<file path="config.mk">
export PLATFORM = sky130hd
export DESIGN_NAME = jk_mod_counter_flat
export DESIGN_NICKNAME = d
export VERILOG_FILES = /design/src/rtl/jk_mod_counter_if.sv /design/src/rtl/jk_mod_counter.sv /design/src/flat_wrapper.sv
export SDC_FILE = /design/constraint.sdc
export NUM_CORES = 1
export LEC_CHECK = 0
export BUFFER_PORTS_ARGS = -buffer_cell sky130_fd_sc_hd__buf_4
export CORE_AREA = 2 2 39 41
export CTS_BUF_LIST = sky130_fd_sc_hd__clkbuf_16
export DETAILED_ROUTE_END_ITERATION = 16
export DIE_AREA = 0 0 41 43
export GPL_TIMING_DRIVEN = 1
export MAX_ROUTING_LAYER = met4
export PLACE_DENSITY = 0.67
export SLEW_MARGIN = 20
export SYNTH_ARGS = -nofsm -noshare
export SYNTH_HDL_FRONTEND = slang
export SYNTH_SLANG_ARGS = --single-unit
export TNS_END_PERCENT = 50
</file>
<file path="constraint.sdc">
create_clock -name clock -period 1.97 [get_ports clock]
set_clock_uncertainty 0.05 [all_clocks]
set_input_delay 0.394 -clock clock [delete_from_list [all_inputs] [get_ports clock]]
set_output_delay 0.394 -clock clock [all_outputs]
set_load 0.02 [all_outputs]
</file>
<file path="src/rtl/jk_mod_counter_if.sv">
// Control and status bundle for the JK modulo counter.
// The master drives the count controls; the slave (the counter) returns its state and flags.
interface jk_mod_counter_if #(
    parameter int WIDTH = 4
);
    logic             en;
    logic             up_dn;
    logic             load;
    logic [WIDTH-1:0] load_val;
    logic [WIDTH-1:0] q;
    logic [WIDTH-1:0] q_bar;
    logic             tc;
    logic             wrap;

    modport master (
        output en, up_dn, load, load_val,
        input  q, q_bar, tc, wrap
    );

    modport slave (
        input  en, up_dn, load, load_val,
        output q, q_bar, tc, wrap
    );
endinterface

</file>
<file path="src/rtl/jk_mod_counter.sv">
// Up/down modulo-MODULUS counter whose state bits are JK flip-flop cells.
// Per-cell J/K inputs encode the load, toggle and wrap behaviour; wrap is a registered strobe.
module jk_cell (
    input  logic clock,
    input  logic rst,
    input  logic j,
    input  logic k,
    output logic q,
    output logic q_bar
);
    always_ff @(posedge clock) begin
        if (rst) begin
            q <= 1'b0;
        end else begin
            case ({j, k})
                2'b01:   q <= 1'b0;
                2'b10:   q <= 1'b1;
                2'b11:   q <= ~q;
                default: q <= q;
            endcase
        end
    end

    assign q_bar = ~q;
endmodule

module jk_mod_counter #(
    parameter int WIDTH   = 4,
    parameter int MODULUS = 10
) (
    input  logic              clock,
    input  logic              rst,
    jk_mod_counter_if.slave   bus
);
    localparam logic [WIDTH:0]   MOD_EXT = (WIDTH + 1)'(MODULUS);
    localparam logic [WIDTH-1:0] MAX_VAL = WIDTH'(MODULUS - 1);

    logic [WIDTH-1:0] q;
    logic [WIDTH-1:0] q_bar;
    logic [WIDTH-1:0] j;
    logic [WIDTH-1:0] k;
    logic [WIDTH-1:0] t_up;
    logic [WIDTH-1:0] t_dn;
    logic [WIDTH-1:0] load_clamped;
    logic             tc;
    logic             wrap;

    for (genvar i = 0; i < WIDTH; i++) begin : g_cell
        jk_cell u_cell (
            .clock (clock),
            .rst   (rst),
            .j     (j[i]),
            .k     (k[i]),
            .q     (q[i]),
            .q_bar (q_bar[i])
        );
    end

    // Out-of-range load values clamp to the top count; a down-wrap reuses the same J/K pattern.
    always_comb begin
        t_up         = '0;
        t_dn         = '0;
        j            = '0;
        k            = '0;
        load_clamped = ({1'b0, bus.load_val} < MOD_EXT) ? bus.load_val : MAX_VAL;

        t_up[0] = 1'b1;
        t_dn[0] = 1'b1;
        for (int i = 1; i < WIDTH; i++) begin
            t_up[i] = t_up[i-1] & q[i-1];
            t_dn[i] = t_dn[i-1] & q_bar[i-1];
        end

        if (bus.load) begin
            j = load_clamped;
            k = ~load_clamped;
        end else if (bus.en) begin
            if (bus.up_dn) begin
                if (q >= MAX_VAL) begin
                    j = '0;
                    k = '1;
                end else begin
                    j = t_up;
                    k = t_up;
                end
            end else begin
                if (q == '0 || q > MAX_VAL) begin
                    j = MAX_VAL;
                    k = ~MAX_VAL;
                end else begin
                    j = t_dn;
                    k = t_dn;
                end
            end
        end
    end

    assign tc = bus.en & ~bus.load & ~rst &
                ((bus.up_dn & (q == MAX_VAL)) | (~bus.up_dn & (q == '0)));

    always_ff @(posedge clock) begin
        if (rst) begin
            wrap <= 1'b0;
        end else begin
            wrap <= tc;
        end
    end

    assign bus.q     = q;
    assign bus.q_bar = q_bar;
    assign bus.tc    = tc;
    assign bus.wrap  = wrap;
endmodule

</file>
<file path="src/flat_wrapper.sv">
// flat-port wrapper written by rule: the top's interface ports become plain ports
module jk_mod_counter_flat 
#(
    parameter int WIDTH   = 4,
    parameter int MODULUS = 10
)
  (clock, rst, bus_en, bus_up_dn, bus_load, bus_load_val, bus_q, bus_q_bar, bus_tc, bus_wrap);
  jk_mod_counter_if #(.WIDTH(WIDTH)) bus_i ();
  input  logic clock;
  input  logic rst;
  input wire logic [$bits(bus_i.en)-1:0] bus_en;
  input wire logic [$bits(bus_i.up_dn)-1:0] bus_up_dn;
  input wire logic [$bits(bus_i.load)-1:0] bus_load;
  input wire logic [$bits(bus_i.load_val)-1:0] bus_load_val;
  output wire logic [$bits(bus_i.q)-1:0] bus_q;
  output wire logic [$bits(bus_i.q_bar)-1:0] bus_q_bar;
  output wire logic [$bits(bus_i.tc)-1:0] bus_tc;
  output wire logic [$bits(bus_i.wrap)-1:0] bus_wrap;
  assign bus_i.en = bus_en;
  assign bus_i.up_dn = bus_up_dn;
  assign bus_i.load = bus_load;
  assign bus_i.load_val = bus_load_val;
  assign bus_q = bus_i.q;
  assign bus_q_bar = bus_i.q_bar;
  assign bus_tc = bus_i.tc;
  assign bus_wrap = bus_i.wrap;
  jk_mod_counter #(.WIDTH(WIDTH), .MODULUS(MODULUS)) u_core (.clock(clock), .rst(rst), .bus(bus_i));
endmodule
</file>
==> summary.txt <==
Highest clock rate = 542.0 MHz
Via count = 498
Post-synthesis cell count = 62
Register area share after synthesis = 0.2116
Clock Path Buffers = 2
Adder-cell share of the synthesized area = 0
DIE HEIGHT = 43 um
Leakage power total = 0.0002777 uW
Vias per cell = 5.473
Part of the cycle the worst path needs = 0.9365
Crit Path Class = register to output port
Hold Startpoint = rst
# Post-CTS Setup Buffers = 0
Clock group share of total power = 0.577
Mean Syn Cell Area = 7.628 um^2
Hold WC Path Type = input pin to register
DR DRC count = 0
Cell Int Power = 431.1 uW
Worst hold path endpoint = u_core.bus.wrap$_SDFF_PP0_
DRT Wirelength = 1176 um
Wire per inst = 12.92 um
Peak VDD IR = 0.0005406 V
Die width = 41 um
Ys async rst share = 0
Total of fill cells in the finished design = 138
Nets = 85
Setup crit start kind = register
Cells after DPL = 87
Core Region = 0.001384 mm^2
Dominant synthesized flop cell = dfxtp_1
#FFs+latches synth = 5
CP max FO = 5
Vias in the first global route = 443
Drt pass-1 iters = 4
Status = finished clean
Worst hold slack = 0.3280 ns
Distinct cell type count after synthesis = 30
Relative max-transition margin = 0.7620
H-Tree Level Count = 1
Crit-path max cell delay = 0.40 ns
R2r endpoint = u_core.g_cell[3].u_cell.q$_SDFFE_PP0P_
# rows = 14
Worst r2r src = u_core.g_cell[1].u_cell.q$_SDFFE_PP0P_
Clk root buf = clkbuf_16
Final setup viols = 0
RSZ-0062 raised after global routing = no
Final Hold Viols = 0
Area contributors post-synth = dfxtp_1, buf_4, a21oi_1
Reg2reg setup slack = 0.38 ns
P&R area growth vs syn = 36.24%
Largest net degree at the start of global routing = 14
CTS tree = built
Port Buf Inserts = 18
Initial core utilization = 0.3418
Combinational power share = 0.208
Hold depth = 2
Mux share of post-synthesis cell area = 0.02116
Simple-gate share of the synthesized area = 0.2540
Worst r2r path cells = 4
GRT Total Usage = 0.1751
Flop pwr share = 0.215
Die ar. = 0.001763 mm^2
Worst-Skew Late Latency = 0.23 ns
Biggest area consumer among synthesized cells = dfxtp_1
Pwr Density = 896.3 mW/mm^2
CP cell instances = or3_1 > a211oi_1 > buf_4
Synth Net Count = 71
Post-DP HPWL = 836.6 um
Synth warn = 0
Total gr overflow = 0
Largest family of logic cells by synthesized area = compound AO/OA/AOI/OAI gates
Clock-pin transition on the worst setup and hold timing paths = 0.03 ns
First-pass GRT wire length = 1980 um
Switching power = 146.4 uW
EDFF count, synth = 0
Share of cells above drive strength 1 = 0.3600
Post-DRT Antenna Nets = 0
Number of CTS-inserted buffers = 3
Drt first-iter violations = 12
Synth Area in XOR/XNOR = 0.01852
Setup TNS = 0 ns
Routability cong. = 0.8145
IO Count = 19
Num Clock Sinks = 5
Compound-Gate Fraction of Synth Area = 0.2725
Setup crit end kind = output port
Total chip power = 577.5 uW
Max Slew Vio Count = 0
Slew @ Worst Pin = 0.3537 ns
MaxCap Viol Count = 0
Ant diodes = 0
Minimum clock period = 1.845 ns
Arr. time, crit path = 1.40 ns
Critical Path RT = 1.53 ns
Initial antenna violation count = 0
Area share of the largest cell type after synthesis = 0.2116
Non-Filler Instances = 91
Synth Cell Area = 473.0 um^2
Switching power share of the total = 0.2535
Slowest cell on the critical path = or3_1
[metal layers]
metal	wire, um	global-route usage	share of wire	up-vias
li1	-	-	-	252
met1	477	0.2290	0.41	220
met2	572	0.2156	0.49	23
met3	107	0.06283	0.091	3
met4	19	0.1200	0.016	0
met5	0	-	0	-
[through the flow]
stage,cell area (um^2),worst slack [ns],utilization
final,644.4,0.1251,0.4656
after floorplan,473.0,0.06094,-
after detailed placement,564.3,0.2227,0.4078
after CTS,643.1,0.07011,0.4647
after global placement,564.3,0.2130,0.4078
after global routing,644.4,0.03413,0.4656
[cell usage in the layout (no fill, tap or decap)]
cell and n:
buf_4 21, dfxtp_1 4, and3_1 3, o31a_1 1, dfxtp_2 1, a2111oi_1 1, clkbuf_16 3, nor3_1 3
nor3b_1 1, a21oi_1 4, nor4_1 1, inv_1 6, o21ai_0 2, or4_4 1, nand3_1 2, o311ai_0 2
o211ai_1 2, nand4_1 2, a31oi_1 1, o21ai_1 1, a211oi_1 2, mux2i_1 1, nor2b_1 2, nand2_1 1
nor2_1 1, or3_1 1, xnor2_1 1, a221oi_1 1, nand2b_1 2, a211oi_2 1
[sequential cells by signal, summed over array words and instances, names as in the netlist]
register                cells
u_core.g_cell.u_cell.q      4
u_core.bus.wrap             1
[how the worst max path moves through the flow]
| stage | cells after the start | slack, ns | startpoint | endpoint |
|---|---|---|---|---|
| finish | 3 | 0.13 | u_core.g_cell[3].u_cell.q$_SDFFE_PP0P_ | bus_tc |
| global route | 3 | 0.03 | u_core.g_cell[3].u_cell.q$_SDFFE_PP0P_ | bus_tc |
| global placement | 6 | 0.21 | bus_en | bus_tc |
| detailed placement | 6 | 0.22 | bus_en | bus_tc |
| floorplan | 3 | 0.06 | bus_up_dn | bus_tc |
| CTS | 3 | 0.07 | u_core.g_cell[0].u_cell.q$_SDFFE_PP0P_ | bus_tc |
[Yosys cell counts (2+ instances only)]
library cell  count
o311ai_0          2
a211oi_1          2
nand4_1           2
nand3_1           2
and3_1            3
inv_1             5
dfxtp_1           5
nand2b_1          2
nor2b_1           2
buf_4             8
buf_2             3
o21ai_0           2
nor3_1            3
o211ai_1          2
a21oi_1           4
[power groups by stage]
stage	Sequential [uW]	Clock, uW	Combinational (uW)
6_report	124	333	120
5_1_grt	127	346	133
4_1_cts	124	338	121
3_5_place_dp	125	0	120
3_3_place_gp	125	0	119
2_1_floorplan	117	0	94.1
[kinds of logic (layout without fill, tap and decap cells)]
logic type,count (synthesis),in the layout
AND/OR/NAND/NOR,20,20
AO/OA/AOI/OAI,18,18
buffers and inverters,17,30
flip-flops,5,5
XOR/XNOR,1,1
multiplexers,1,1
[critical path: cells and delay by family, from the launching register on]
family	cells	cell delay, ns
buffers and inverters	1	0.18
AO/OA/AOI/OAI	1	0.25
flip-flops	1	0.34
AND/OR/NAND/NOR	1	0.40
[cell type report]
class                      count  area, um^2  area share
clock buffer                   3       75.07      0.1165
clock inverter                 1       3.754    0.005825
inverter                       5       18.77     0.02913
multi-input combinational     40       267.8      0.4155
sequential                     5       101.3      0.1573
tap                           16       20.02     0.03107
timing repair buffer          21       157.7      0.2447
[timing repair]
item,CTS,global route
endpoints found under the setup margin,0,1
gates resized for setup,0,1
hold buffers,0,0
(Power assumes the default switching activity.)
